$ cat src/rtl/tone_generator.sv
// tone_generator
//
// Turns the 4-bit note code from the song sequencer into a square wave for the
// piezo/speaker pin. Each valid code selects a fixed half-period. A down-counter
// toggles the output once per half-period. Pitch changes and silences are only
// honoured at half-period boundaries, so a truncated high pulse never reaches the
// speaker. The one exception is a low phase: aborting it cannot glitch the pin,
// so silence takes effect there immediately.
//
// Parameters:
//   CNT_W     width of the half-period counter (must hold 191110)
//   SIM_SHIFT right-shift applied to every table half-period (0..15), for simulation
//
// Ports:
//   CLK      in   system clock, 100 MHz
//   RESET    in   synchronous, active-high reset
//   note     in   [3:0] note code (0 and 9..15 are silent); may change on any cycle
//   mute     in   forces silence; used unregistered, so it acts one cycle before a code
//   speaker  out  registered square-wave output
//   playing  out  registered, 1 while the FSM is in TONE

module tone_generator #(
    parameter int CNT_W     = 18,
    parameter int SIM_SHIFT = 0
) (
    input  logic       CLK,
    input  logic       RESET,
    input  logic [3:0] note,
    input  logic       mute,
    output logic       speaker,
    output logic       playing
);

    typedef enum logic {
        IDLE = 1'b0,
        TONE = 1'b1
    } state_t;

    localparam logic [CNT_W-1:0] CNT_ONE = {{(CNT_W-1){1'b0}}, 1'b1};

    state_t           state;
    state_t           state_nxt;
    logic [3:0]       note_q;
    logic [CNT_W-1:0] cnt;
    logic [CNT_W-1:0] cnt_nxt;
    logic             speaker_nxt;
    logic             playing_nxt;
    logic             silent;
    logic [CNT_W-1:0] reload;

    // Half-period in clock cycles, round(100e6 / (2 f)), scaled down by SIM_SHIFT.
    // Silent codes return 0; that value is never loaded because silence blocks
    // every reload.
    function automatic logic [CNT_W-1:0] half_period(input logic [3:0] code);
        logic [31:0] full;
        case (code)
            4'd1:    full = 32'd191110;  // C4
            4'd2:    full = 32'd170265;  // D
            4'd3:    full = 32'd151685;  // E
            4'd4:    full = 32'd143172;  // F
            4'd5:    full = 32'd127551;  // G
            4'd6:    full = 32'd113636;  // A
            4'd7:    full = 32'd101239;  // B
            4'd8:    full = 32'd95557;   // C5
            default: full = 32'd0;
        endcase
        full = full >> SIM_SHIFT;
        return full[CNT_W-1:0];
    endfunction

    // mute is deliberately not registered; the note code is.
    assign silent = mute || (note_q == 4'd0) || (note_q > 4'd8);

    // The counter is loaded with HP-1 so that each phase spans exactly HP cycles,
    // including the cycle on which the toggle happens.
    assign reload = half_period(note_q) - CNT_ONE;

    always_ff @(posedge CLK) begin
        if (RESET) begin
            state   <= IDLE;
            note_q  <= 4'd0;
            cnt     <= '0;
            speaker <= 1'b0;
            playing <= 1'b0;
        end else begin
            state   <= state_nxt;
            note_q  <= note;
            cnt     <= cnt_nxt;
            speaker <= speaker_nxt;
            playing <= playing_nxt;
        end
    end

    always_comb begin
        state_nxt   = state;
        cnt_nxt     = cnt;
        speaker_nxt = speaker;

        case (state)
            IDLE: begin
                speaker_nxt = 1'b0;
                if (!silent) begin
                    state_nxt   = TONE;
                    cnt_nxt     = reload;
                    speaker_nxt = 1'b1;
                end
            end
            TONE: begin
                if (speaker) begin
                    // A high phase always runs to completion, even if silence
                    // is requested part-way through it.
                    if (cnt != '0) begin
                        cnt_nxt = cnt - CNT_ONE;
                    end else begin
                        speaker_nxt = 1'b0;
                        if (silent) begin
                            state_nxt = IDLE;
                        end else begin
                            cnt_nxt = reload;
                        end
                    end
                end else begin
                    // The pin is already low, so a low phase can be abandoned at once.
                    if (silent) begin
                        state_nxt = IDLE;
                        cnt_nxt   = '0;
                    end else if (cnt != '0) begin
                        cnt_nxt = cnt - CNT_ONE;
                    end else begin
                        speaker_nxt = 1'b1;
                        cnt_nxt     = reload;
                    end
                end
            end
        endcase

        playing_nxt = (state_nxt == TONE);
    end

endmodule

$ cat config.mk
export PLATFORM = sky130hd
export DESIGN_NAME = tone_generator
export DESIGN_NICKNAME = d
export VERILOG_FILES = /design/src/rtl/tone_generator.sv
export SDC_FILE = /design/constraint.sdc
export NUM_CORES = 1
export LEC_CHECK = 0
export ABC_CLOCK_PERIOD_IN_PS = 4200
export CORE_ASPECT_RATIO = 1.4
export CORE_UTILIZATION = 40
export DETAILED_ROUTE_END_ITERATION = 8
export DONT_BUFFER_PORTS = 1
export SLEW_MARGIN = 20
export SYNTH_ARGS = -nofsm -noshare
export SYNTH_HDL_FRONTEND = slang
export SYNTH_SLANG_ARGS = --single-unit
$ cat constraint.sdc
create_clock -name CLK -period 4.2 [get_ports CLK]
set_input_delay 0.42 -clock CLK [delete_from_list [all_inputs] [get_ports CLK]]
set_output_delay 0.42 -clock CLK [all_outputs]
set_load 0.03 [all_outputs]
After elaboration in Yosys (flattened, before gate mapping)
Memory sizes are Yosys's and may differ from the RTL's. A register that Yosys moved wholly into a read port is not among the register bits.
Index checks and enable logic that the tools add are counted.
- flip-flop bits (word level): 24
- ROM bits: 288
- memories: 1
- memories (memory ; depth ; bits a word ; read ports ; clocked after memory_dff ; wr ports ; RTL line ; RTL):
    (name not given) ; 16 ; 18 ; 1 ; 1 ; 0 ; 56 ; case (code)
- add/sub/neg operators: 2
- $lt $le $gt $ge: 1
- multiplexer cells: 16
- bitwise logic cells: 1
- reduce and logical (&&, ||, !) cells: 4
- operator list (cell ; number):
    2-to-1 mux 18 bit ; 5
    one-hot mux 18 bit (2 select lines) ; 1
    subtractor 18 x 1 -> 18 bit (second input constant) ; 2
    nonzero test 18 bit ; 1
    2-to-1 mux 1 bit ; 7
    > comparator 4 bit (second input constant) ; 1
    logical NOT 4 bit ; 1
    2-to-1 mux 4 bit ; 1
    one-hot mux 1 bit (2 select lines) ; 2
    logical OR 1 bit ; 2
    NOT 1 bit ; 1

Depth between registers and ports, before layout
Gate-level depths: netlist of run 1.
- depth after elaboration: 7
- mapped depth: 8
- depth with buffers taken out: 8

Worst setup path after synthesis of run 1
Ideal clock, no wire load.
- kind: reg2reg
- from: register with a tool-made name
- to: register cnt[8]
- arrival: 1904 ps
- data required time: 4109 ps
- setup slack: 2205 ps
- cell stages (with the launch flop): 8
- path buffers: 0
- clock period less this slack: 1995 ps
- cell sequence: dfxtp_1 > inv_1 > ha_1 > or4b_2 > nor4_1 > xor2_1 > nand3_1 > a311oi_1
- RTL lines (what ; RTL line ; RTL):
    end signal: assignment ; 88 ; cnt <= cnt_nxt;
    end: declaration ; 44 ; logic [CNT_W-1:0] cnt;

Worst setup path after layout of run 1
- from: register cnt[4]
- to: register cnt[15]
- longest elaborated chain between the ends: 5
- elaborated cells on any way between the ends: 7
- those cells by class: add/sub: 1; mux: 5; reduce/logical: 1
- ends and longest elaborated chain (what ; RTL line ; RTL):
    subtractor 18 x 1 -> 18 bit / nonzero test 18 bit (equally long branches) ; - ;
    2-to-1 mux 18 bit ; 127 ; end else if (cnt != '0) begin
    2-to-1 mux 18 bit ; 124 ; if (silent) begin
    2-to-1 mux 18 bit (*) ; 109 ; if (speaker) begin
    one-hot mux 18 bit (2 select lines) (*) ; 99 ; case (state)
Every way passes the cells marked *; elsewhere a longest branch is shown, timed or not.
A chain may end at the register's enable or synchronous reset.

==> flow_metrics.tcl, run 1 <==
set metrics [dict create \
    status "complete, no violations" \
    grtUsageMet1_pct 23.59 \
    cts_root_buf "clkbuf_8" \
    io_buffers 0 \
    busiest_layer "met2" \
    track_usage_pct 20.76 \
    clock_skew_ns 0.005481 \
    met2_usage_pct 36.54 \
    cp_max_fo 15 \
    num_rows 34 \
    seq_power_share_pct 41.4 \
    antenna_cells 0 \
    leakage_nw 1.001 \
    synth_top_family_by_area "simple AND/OR/NAND/NOR gates" \
    drt-initial-drc-count 204 \
    finalSetupViolations 0 \
    irDropWorstVdd_v 0.0001445 \
    cp-end-kind "flop" \
    swShare_pct 35.77 \
    gp_congestion 0.8400 \
    layout-drive-gt1-share_pct 6.769 \
    grt_util_met3_pct 3.750 \
    rr_worst_depth 6 \
    synthMuxAreaShare_pct 1.167 \
    slew_headroom_pct 44.22 \
    dp_hpwl_um 5008 \
    chipHeight_um 96.91 \
    synth_area_um2 2574 \
    syn_area_per_cell_um2 7.799 \
    synth_xor_area_share_pct 8.167 \
    synth-seq-cells 42 \
    drc 0 \
    yosysUniqueCellTypes 58 \
    cts_tree "built" \
    rsz0062_at_grt "no" \
    area_growth_pct 5.688 \
    cts_buffers 5 \
    io_pins 9 \
    die_area_um2 6764 \
    cts-htree-levels 2 \
    syn-num-nets 344 \
    worst_setup_path_start_kind "flop" \
    final_util_pct 43.80 \
    grt-ovfl-total 0 \
    drv_slew 0 \
    yosys_warnings 0 \
    wl_per_cell_um 16.74 \
    fin_crit_sh_pct 54.38 \
    async_flop_share_pct 0 \
    antenna_found_initial 0 \
    cp_data_arrival_time_ns 2.53 \
    pwr_density_cell_nw_per_um2 427.4 \
    synth_edf_count 0 \
    cp.required_ns 4.44 \
    ant_nets 0 \
    most-common-layout-cells "nor2_1 (42), dfxtp_1 (42), nand2_1 (33)" \
    synth_compound_area_share_pct 20.47 \
    synth-simple-area-share_pct 29.56 \
    grt_max_degree 22 \
    die_x_um 69.80 \
    fin_tns_setup_ns 0 \
    nets 338 \
    drtPass1Iterations 4 \
    ctsResizeCount 0 \
    power_switching_mw 0.4159 \
    p_clk_share_pct 28.2 \
    cts_num_sinks 42 \
    cts_setup_buffers 0 \
    clockBufferDepth 2 \
    wirelength_um 6644 \
    hold-path-cell-count 1 \
    ys.flop_type "dfxtp_1" \
    route.vias.total 2358 \
    seq_area_frac_synth_pct 32.67 \
    max_freq_mhz 437.8 \
    hold_viol 0 \
    post-route-min-period_ns 2.284 \
    hold_buffers 0 \
    grt_pass1_wl_um 11180 \
    via_per_inst 5.940 \
    initial_utilization_pct 41.44 \
    hold_path_class "primary input to flop" \
    grt_pass1_vias 2373 \
    power_frac_comb_pct 30.4 \
    path_clk_slew_ns 0.09 \
    worst_slew_pin_slew_ns 0.8356 \
    insertion_delay_ns 0.30 \
    p_int_mw 0.7467 \
    netlist_instances 330 \
    synthAdderAreaFrac_pct 3.403 \
    cap_violations 0 \
    crit_type "flop to flop" \
    coreArea_um2 6211 \
]
-- cell usage after synthesis (all sizes together), types with 2 or more instances --
| cell | instances | share of area [%] |
|---|---|---|
| a31oi | 9 | 2.2 |
| or2 | 2 | 0.49 |
| or3 | 5 | 1.2 |
| o2111ai | 2 | 0.68 |
| o21a | 3 | 0.87 |
| nor3 | 19 | 4.1 |
| a211oi | 2 | 0.58 |
| mux2i | 3 | 1.2 |
| and2 | 2 | 0.49 |
| o211ai | 10 | 2.9 |
| o31ai | 5 | 1.5 |
| o21ai | 11 | 2.6 |
| buf | 4 | 1.1 |
| and3 | 3 | 0.73 |
| nand4 | 9 | 2.4 |
| o22ai | 2 | 0.49 |
| nor2 | 42 | 6.1 |
| xor2 | 11 | 3.7 |
| nor4 | 5 | 2.0 |
| nand2 | 35 | 5.3 |
| a21oi | 18 | 3.5 |
| clkbuf | 11 | 1.6 |
| or4 | 6 | 1.7 |
| ha | 7 | 3.4 |
| nand3 | 14 | 2.7 |
| nand3b | 2 | 0.58 |
| inv | 13 | 1.9 |
| dfxtp | 42 | 33 |
| xnor2 | 13 | 4.4 |
| o32a | 2 | 0.78 |
-- layer usage --
layer / vias to the layer above / part of all wire (%)
met5: - / 0
met4: 0 / 2.8
met3: 12 / 2.9
met2: 47 / 53
met1: 1112 / 41
li1: 1187 / -
-- cell type report --
class / count / area (um^2)
multi-input cells: 260 / 1615
well taps: 72 / 90.09
fillers: 661 / 3491
clock inverters: 2 / 37.54
repair buffers: 2 / 15.01
inverters: 13 / 48.80
flip-flops and latches: 42 / 840.8
clock buffers: 6 / 72.57
-- worst paths after layout --
path,start,slack (ns),endpoint
max,cnt[4]$_SDFF_PP0_,1.92,cnt[15]$_SDFF_PP0_
min reg2reg,cnt[10]$_SDFF_PP0_,0.49,cnt[10]$_SDFF_PP0_
min,RESET,0.18,cnt[4]$_SDFF_PP0_
max reg2reg,cnt[4]$_SDFF_PP0_,1.92,cnt[15]$_SDFF_PP0_
-- through the flow --
stage               hold WS [ns]  std cells  worst slack, ns  total power, mW  cell area [um^2]
floorplan                 0.4580        330            2.205           0.7674              2574
global placement          0.4657        389            1.988           0.8415              2610
detailed placement        0.4723        389            1.962           0.8392              2610
CTS                       0.1741        397            1.939            1.161              2720
global route              0.1660        397            1.752            1.232              2720
finish                    0.1762        397            1.916            1.163              2720
-- critical path, stage by stage, from the launching register on --
cell and delay, ns:
dfxtp_1 0.38, nor4_4 0.52, nand4_2 0.32, o21ai_4 0.43, nand2_2 0.17, or3_1 0.32
o21ai_1 0.07
-- logic make-up after synthesis --
| family | Yosys count |
|---|---|
| AOI/OAI and AO/OA | 77 |
| xor gates and xnor gates | 24 |
| adders and majority gates | 7 |
| buffers and inverters | 28 |
| DFF | 42 |
| muxes | 3 |
| and+or+nand+nor | 149 |
-- power groups by stage --
stage / logic, mW / registers (mW) / clock network, mW
after floorplan: 0.294 / 0.473 / 0
after global placement: 0.352 / 0.490 / 0
after detailed placement: 0.349 / 0.490 / 0
after CTS: 0.352 / 0.481 / 0.329
after global routing: 0.393 / 0.488 / 0.351
final: 0.354 / 0.481 / 0.328
Power figures use the tool's default switching activity.
==> run 2: changes to the inputs <==
--- a/config.mk
+++ b/config.mk
@@ -5,7 +5,8 @@
 export SDC_FILE = /design/constraint.sdc
 export NUM_CORES = 1
 export LEC_CHECK = 0
-export ABC_CLOCK_PERIOD_IN_PS = 4200
+export ABC_AREA = 1
+export ABC_CLOCK_PERIOD_IN_PS = 2200
 export CORE_ASPECT_RATIO = 1.4
 export CORE_UTILIZATION = 40
 export DETAILED_ROUTE_END_ITERATION = 8
==> constraint.sdc (replaced) <==
create_clock -name CLK -period 2.2 [get_ports CLK]
set_input_delay 0.22 -clock CLK [delete_from_list [all_inputs] [get_ports CLK]]
set_output_delay 0.22 -clock CLK [all_outputs]
set_load 0.03 [all_outputs]
==> run 2 against run 1 <==
Sequential share of layout area is 5.8 points lower. Die area is 22% higher. First-iteration DRC count is 2.5% higher. Worst hold slack worse by 0.15 ns. Global-route usage is 1.1 points higher. Cell area is 23% higher. Critical path type unchanged. Critical endpoint is now cnt[4]$_SDFF_PP0_.
==> flow_metrics.tcl, run 2 <==
set metrics [dict create \
    hp-start "note[3]" \
    via_per_inst 5.006 \
    die_x_um 77.14 \
    num_rows 38 \
    synth_commonest_cells "nand2_1 (173), inv_1 (76), nand3_1 (51), nor2_1 (49), dfxtp_1 (42)" \
    cts_setup_buffers 0 \
    clock_skew_ns 0.01236 \
    hold_viol 0 \
    seq_power_share_pct 39.0 \
    rsz0062_at_grt "no" \
    max_freq_mhz 523.9 \
    power_switching_mw 0.9489 \
    multiInputGateArea_um2 1926 \
    cp_data_arrival_time_ns 2.12 \
    route.vias.total 3134 \
    crit_type "flop to flop" \
    cts_root_buf "clkbuf_8" \
    initial_utilization_pct 41.05 \
    drc 0 \
    drt-initial-drc-count 209 \
    power_frac_comb_pct 39.5 \
    drv_slew 0 \
    synth_edf_count 0 \
    yosysMostFrequentCell "nand2_1" \
    p_clk_share_pct 21.5 \
    yosysTopAreaCell "dfxtp_1" \
    grt_pass1_vias 2946 \
    grt_max_degree 22 \
    pwr_density_cell_nw_per_um2 688.5 \
    yosys_warnings 0 \
    cts-htree-levels 2 \
    synth_area_leaders "dfxtp_1 (27%), nand2_1 (21%), inv_1 (9.0%)" \
    synth-seq-cells 42 \
    chipHeight_um 107.2 \
    irDropWorstVdd_v 0.0004045 \
    io_pins 9 \
    io_buffers 0 \
    yosysUniqueCellTypes 37 \
    clockBufferDepth 2 \
    cp_max_fo 21 \
    design_area_um2 3342 \
    die_area_um2 8269 \
    ant_nets 0 \
    dpl-instance-area_um2 3242 \
    ys.flop_type "dfxtp_1" \
    worst_setup_path_start_kind "flop" \
    final_util_pct 43.39 \
    grt-ovfl-total 0 \
    grt_pass1_wl_um 13950 \
    fin_tns_setup_ns 0 \
    synth_area_um2 3162 \
    async_flop_share_pct 0 \
    setup_ws_ns 0.2914 \
    gp_congestion 0.9306 \
    status "complete, no violations" \
    track_usage_pct 21.86 \
    most-common-layout-cells "nand2_1 (173), inv_1 (76), nand3_1 (51)" \
    seq_area_frac_synth_pct 26.59 \
    pre_cts_slack_ns 0.3049 \
    insertion_delay_ns 0.31 \
    worst_slew_pin_slew_ns 0.4742 \
    cts_num_sinks 42 \
    wirelength_um 8599 \
    total_power_mw 2.301 \
    antenna_cells 0 \
    syn_area_per_cell_um2 6.034 \
    layout_commonest_cell "nand2_1" \
    area_growth_pct 5.699 \
    path_clk_slew_ns 0.08 \
    netlist_instances 524 \
    cp-startpoint "cnt[0]$_SDFF_PP0_" \
    fill_cells 854 \
    nets 540 \
    swShare_pct 41.24 \
    rr_startpoint "cnt[0]$_SDFF_PP0_" \
    cts_tree "built" \
    cp-end-kind "flop" \
    netlist.area_leader.share_pct 26.59 \
    seqCellArea_um2 840.8 \
    dp_hpwl_um 6630 \
    layout-drive-gt1-share_pct 8.365 \
    cap_violations 0 \
    finalSetupViolations 0 \
    leakage_nw 1.723 \
    cp.required_ns 2.41 \
    p_int_mw 1.352 \
    syn-num-nets 538 \
    slew_headroom_pct 68.35 \
    post-route-min-period_ns 1.909 \
    wl_per_cell_um 13.74 \
    antenna_found_initial 0 \
    fin_crit_sh_pct 86.76 \
    drtPass1Iterations 4 \
    coreArea_um2 7702 \
    hold_path_class "primary input to flop" \
    cts_buffers 5 \
]
## run 2: cell count changes after synthesis, sizes merged, moves of 6 or more
cell / delta
nand3: +42
a31oi: -8
nand2: +143
buf: +6
inv: +64
nor2: +21
xnor2: -10
o21ai: +22
or4: -6
clkbuf: -7
nor3: -17
## run 2: area by class of cell
class	count	area share [%]
multi-input cells	390	57.62
well taps	100	3.744
inverters	78	8.911
flip-flops and latches	42	25.16
clock buffers	6	2.171
repair buffers	9	2.171
clock inverters	1	0.2246
## run 2: repair_timing
item                                    4_1_cts  5_1_grt
hold endpoints to repair                      5        0
hold buffers                                  2        0
resized for setup                             0        0
endpoints found under the setup margin        0        0
## run 2: power by group through the flow
| stage | clock network (mW) | registers [mW] | logic [mW] |
|---|---|---|---|
| floorplan | 0 | 0.901 | 0.729 |
| global placement | 0 | 0.915 | 0.884 |
| detailed placement | 0 | 0.914 | 0.898 |
| CTS | 0.516 | 0.897 | 0.906 |
| global route | 0.538 | 0.909 | 1.03 |
| finish | 0.495 | 0.898 | 0.908 |
## run 2: routing by layer
metal	GRT usage, %	vias up	share of wire [%]
met4	8.491	0	1.8
met2	42.10	64	55
met5	0	-	0
met1	23.63	1427	39
li1	-	1633	-
met3	2.979	10	3.7
## run 2: worst max-delay path: stages (launching register included)
cell	delay, ns
dfxtp_1	0.31
inv_1	0.11
ha_1	0.30
nand2_4	0.11
nor2_8	0.16
nand3_4	0.24
clkinv_4	0.24
o21ai_0	0.12
nand2_1	0.06
nand3_1	0.06
nand2_1	0.07
inv_1	0.03
## run 2: stage by stage
stage	instances	hold slack, ns
2_1_floorplan	524	0.2924
3_3_place_gp	617	0.2925
3_5_place_dp	617	0.2945
4_1_cts	626	0.01186
5_1_grt	626	0.01251
6_report	626	0.02232
## run 2: final timing paths
| kind | end | slack (ns) | cells past startpoint |
|---|---|---|---|
| worst min register to register | cnt[16]$_SDFF_PP0_ | 0.49 | 2 |
| worst min-delay path | flop | 0.02 | 1 |
| worst max register to register | cnt[4]$_SDFF_PP0_ | 0.29 | 11 |
| worst max-delay path | cnt[4]$_SDFF_PP0_ | 0.29 | 11 |
## run 2: cells by family after synthesis
logic type,count (synthesis),share of synthesized area [%]
compound gates,57,9.696
xor+xnor,13,3.601
fa+ha+maj,7,2.770
buf+inv,92,12.50
flops,42,26.59
simple gates,313,44.84
==> run 3: changes to the inputs <==
--- a/config.mk
+++ b/config.mk
@@ -7,10 +7,13 @@
 export LEC_CHECK = 0
 export ABC_AREA = 1
 export ABC_CLOCK_PERIOD_IN_PS = 2200
+export CELL_PAD_IN_SITES_DETAIL_PLACEMENT = 1
+export CELL_PAD_IN_SITES_GLOBAL_PLACEMENT = 1
 export CORE_ASPECT_RATIO = 1.4
-export CORE_UTILIZATION = 40
+export CORE_UTILIZATION = 45
 export DETAILED_ROUTE_END_ITERATION = 8
 export DONT_BUFFER_PORTS = 1
+export PLACE_DENSITY_LB_ADDON = 0.1
 export SLEW_MARGIN = 20
 export SYNTH_ARGS = -nofsm -noshare
 export SYNTH_HDL_FRONTEND = slang
==> run 3 against run 2 <==
Wire length increased by 13%. Power increased by 7.4%. Clock power increased by 28%. Via count increased by 2.7%. Final cell count decreased by 0.96%. Sequential power increased by 0.8%. Largest power group unchanged. Fmax decreased by 3.2%. Clock skew decreased by 0.00065 ns. First-iteration DRC count decreased by 27%. Non-clock buffer count increased by 1. Setup slack got worse by 0.063 ns.
==> flow_metrics.tcl, run 3 (same netlist as run 2, synthesis figures left out) <==
set metrics [dict create \
    status "complete, no violations" \
    grt_pass1_vias 3352 \
    clockBufferDepth 2 \
    design_area_um2 3369 \
    hold_viol 0 \
    track_usage_pct 28.63 \
    insertion_delay_ns 0.31 \
    ant_nets 0 \
    holdWs_ns 0.02617 \
    rsz0062_at_grt "no" \
    leakage_nw 1.743 \
    clock_skew_ns 0.01171 \
    grt-ovfl-total 0 \
    finalSetupViolations 0 \
    cp_data_arrival_time_ns 2.22 \
    gp_congestion 0.8609 \
    fin_crit_sh_pct 89.60 \
    grt_max_degree 22 \
    grt_pass1_wl_um 15910 \
    cts_num_sinks 42 \
    layout_commonest_cell "nand2_1" \
    wl_per_cell_um 15.68 \
    swShare_pct 40.28 \
    path_clk_slew_ns 0.09 \
    antenna_found_initial 0 \
    cts_root_buf "clkbuf_8" \
    nets 541 \
    worst_setup_path_start_kind "flop" \
    power_switching_mw 0.9956 \
    cts-htree-levels 2 \
    drv_slew 0 \
    chipHeight_um 101.2 \
    coreArea_um2 6700 \
    drc 0 \
    total_power_mw 2.472 \
    hold-path-cell-count 1 \
    crit_type "flop to flop" \
    cts_buffers 5 \
    pwr_density_cell_nw_per_um2 733.6 \
    max_freq_mhz 507.3 \
    layout-drive-gt1-share_pct 8.712 \
    die_area_um2 7370 \
    rr_worst_depth 12 \
    p_clk_share_pct 25.7 \
    route.vias.total 3218 \
    final_util_pct 50.29 \
    drt-initial-drc-count 152 \
    rr_startpoint "cnt[0]$_SDFF_PP0_" \
    power_frac_comb_pct 37.7 \
    dp_hpwl_um 7540 \
    irDropWorstVdd_v 0.0003561 \
    cts_tree "built" \
    hold_path_class "primary input to flop" \
    cap_violations 0 \
    most-common-layout-cells "nand2_1 (173), inv_1 (76), nand3_1 (51)" \
    antenna_cells 0 \
    io_buffers 0 \
    r2r_slack_ns 0.23 \
    cp_max_fo 21 \
    ctsResizeCount 0 \
    p_int_mw 1.476 \
    initial_utilization_pct 47.19 \
    seq_power_share_pct 36.6 \
    dpl-instance-area_um2 3239 \
    cp-end-kind "flop" \
    post-route-min-period_ns 1.971 \
    io_pins 9 \
    fin_tns_setup_ns 0 \
    r2r-end "cnt[12]$_SDFF_PP0_" \
    via_per_inst 5.190 \
    area_growth_pct 6.569 \
    num_rows 35 \
    cp.required_ns 2.45 \
    hp-start "note[3]" \
    slew_headroom_pct 67.65 \
    die_x_um 72.84 \
    wirelength_um 9722 \
    worst_slew_pin_slew_ns 0.4847 \
    drtPass1Iterations 4 \
]
[run 3: changes by cell type in the layout (fill, tap and decap cells not counted)]
cell	previous run	this run
bufinv_16	0	1
buf_4	7	8
[run 3: worst max path at each step]
stage | end | from | slack [ns]
final | cnt[12]$_SDFF_PP0_ | cnt[0]$_SDFF_PP0_ | 0.23
after global routing | cnt[1]$_SDFF_PP0_ | cnt[0]$_SDFF_PP0_ | 0.07
after CTS | cnt[12]$_SDFF_PP0_ | cnt[0]$_SDFF_PP0_ | 0.24
after detailed placement | cnt[4]$_SDFF_PP0_ | cnt[0]$_SDFF_PP0_ | 0.28
after global placement | cnt[4]$_SDFF_PP0_ | cnt[0]$_SDFF_PP0_ | 0.36
after floorplan | cnt[6]$_SDFF_PP0_ | cnt[0]$_SDFF_PP0_ | 0.62
[run 3: cell type report]
class                      count  area (um^2)
sequential                    42        840.8
tap                           92        115.1
clock buffer                   6        72.57
timing repair buffer          10        80.08
inverter                      78        297.8
clock inverter                 2        37.54
multi-input combinational    390         1926
fill                         966         3331
[run 3: worst max-delay path, stage by stage (launching register included)]
cell      delay [ns]
dfxtp_1         0.32
inv_1           0.12
ha_1            0.28
nand2_4         0.10
nor2_8          0.16
nand3_4         0.25
clkinv_4        0.24
nand3_1         0.11
nand2_1         0.08
nand2_1         0.05
nand3_1         0.07
nand2_1         0.06
inv_1           0.05
[run 3: repair_timing]
action / in CTS / in global routing
endpoints found under the hold margin: 5 / 0
hold buffers: 2 / 0
setup buffers: 0 / 0
endpoints found under the setup margin: 0 / 0
[run 3: routing by layer]
| layer | global-route usage [%] | part of all wire, % | vias to the layer above |
|---|---|---|---|
| met4 | 8.145 | 2.0 | 0 |
| met2 | 56.36 | 55 | 45 |
| met1 | 31.27 | 40 | 1521 |
| met5 | 0 | 0 | - |
| li1 | - | - | 1636 |
| met3 | 3.582 | 2.4 | 16 |
[run 3: through the flow]
stage	setup slack [ns]	std cells
finish	0.2287	620
global route	0.07262	620
CTS	0.2446	620
detailed placement	0.2815	610
global placement	0.3616	610
floorplan	0.6168	524
[run 3: power by group through the flow]
stage	registers, mW	logic (mW)	clock network [mW]
floorplan	0.901	0.729	0
global placement	0.921	0.888	0
detailed placement	0.924	0.917	0
CTS	0.906	0.932	0.644
global route	0.914	1.06	0.677
finish	0.905	0.932	0.635
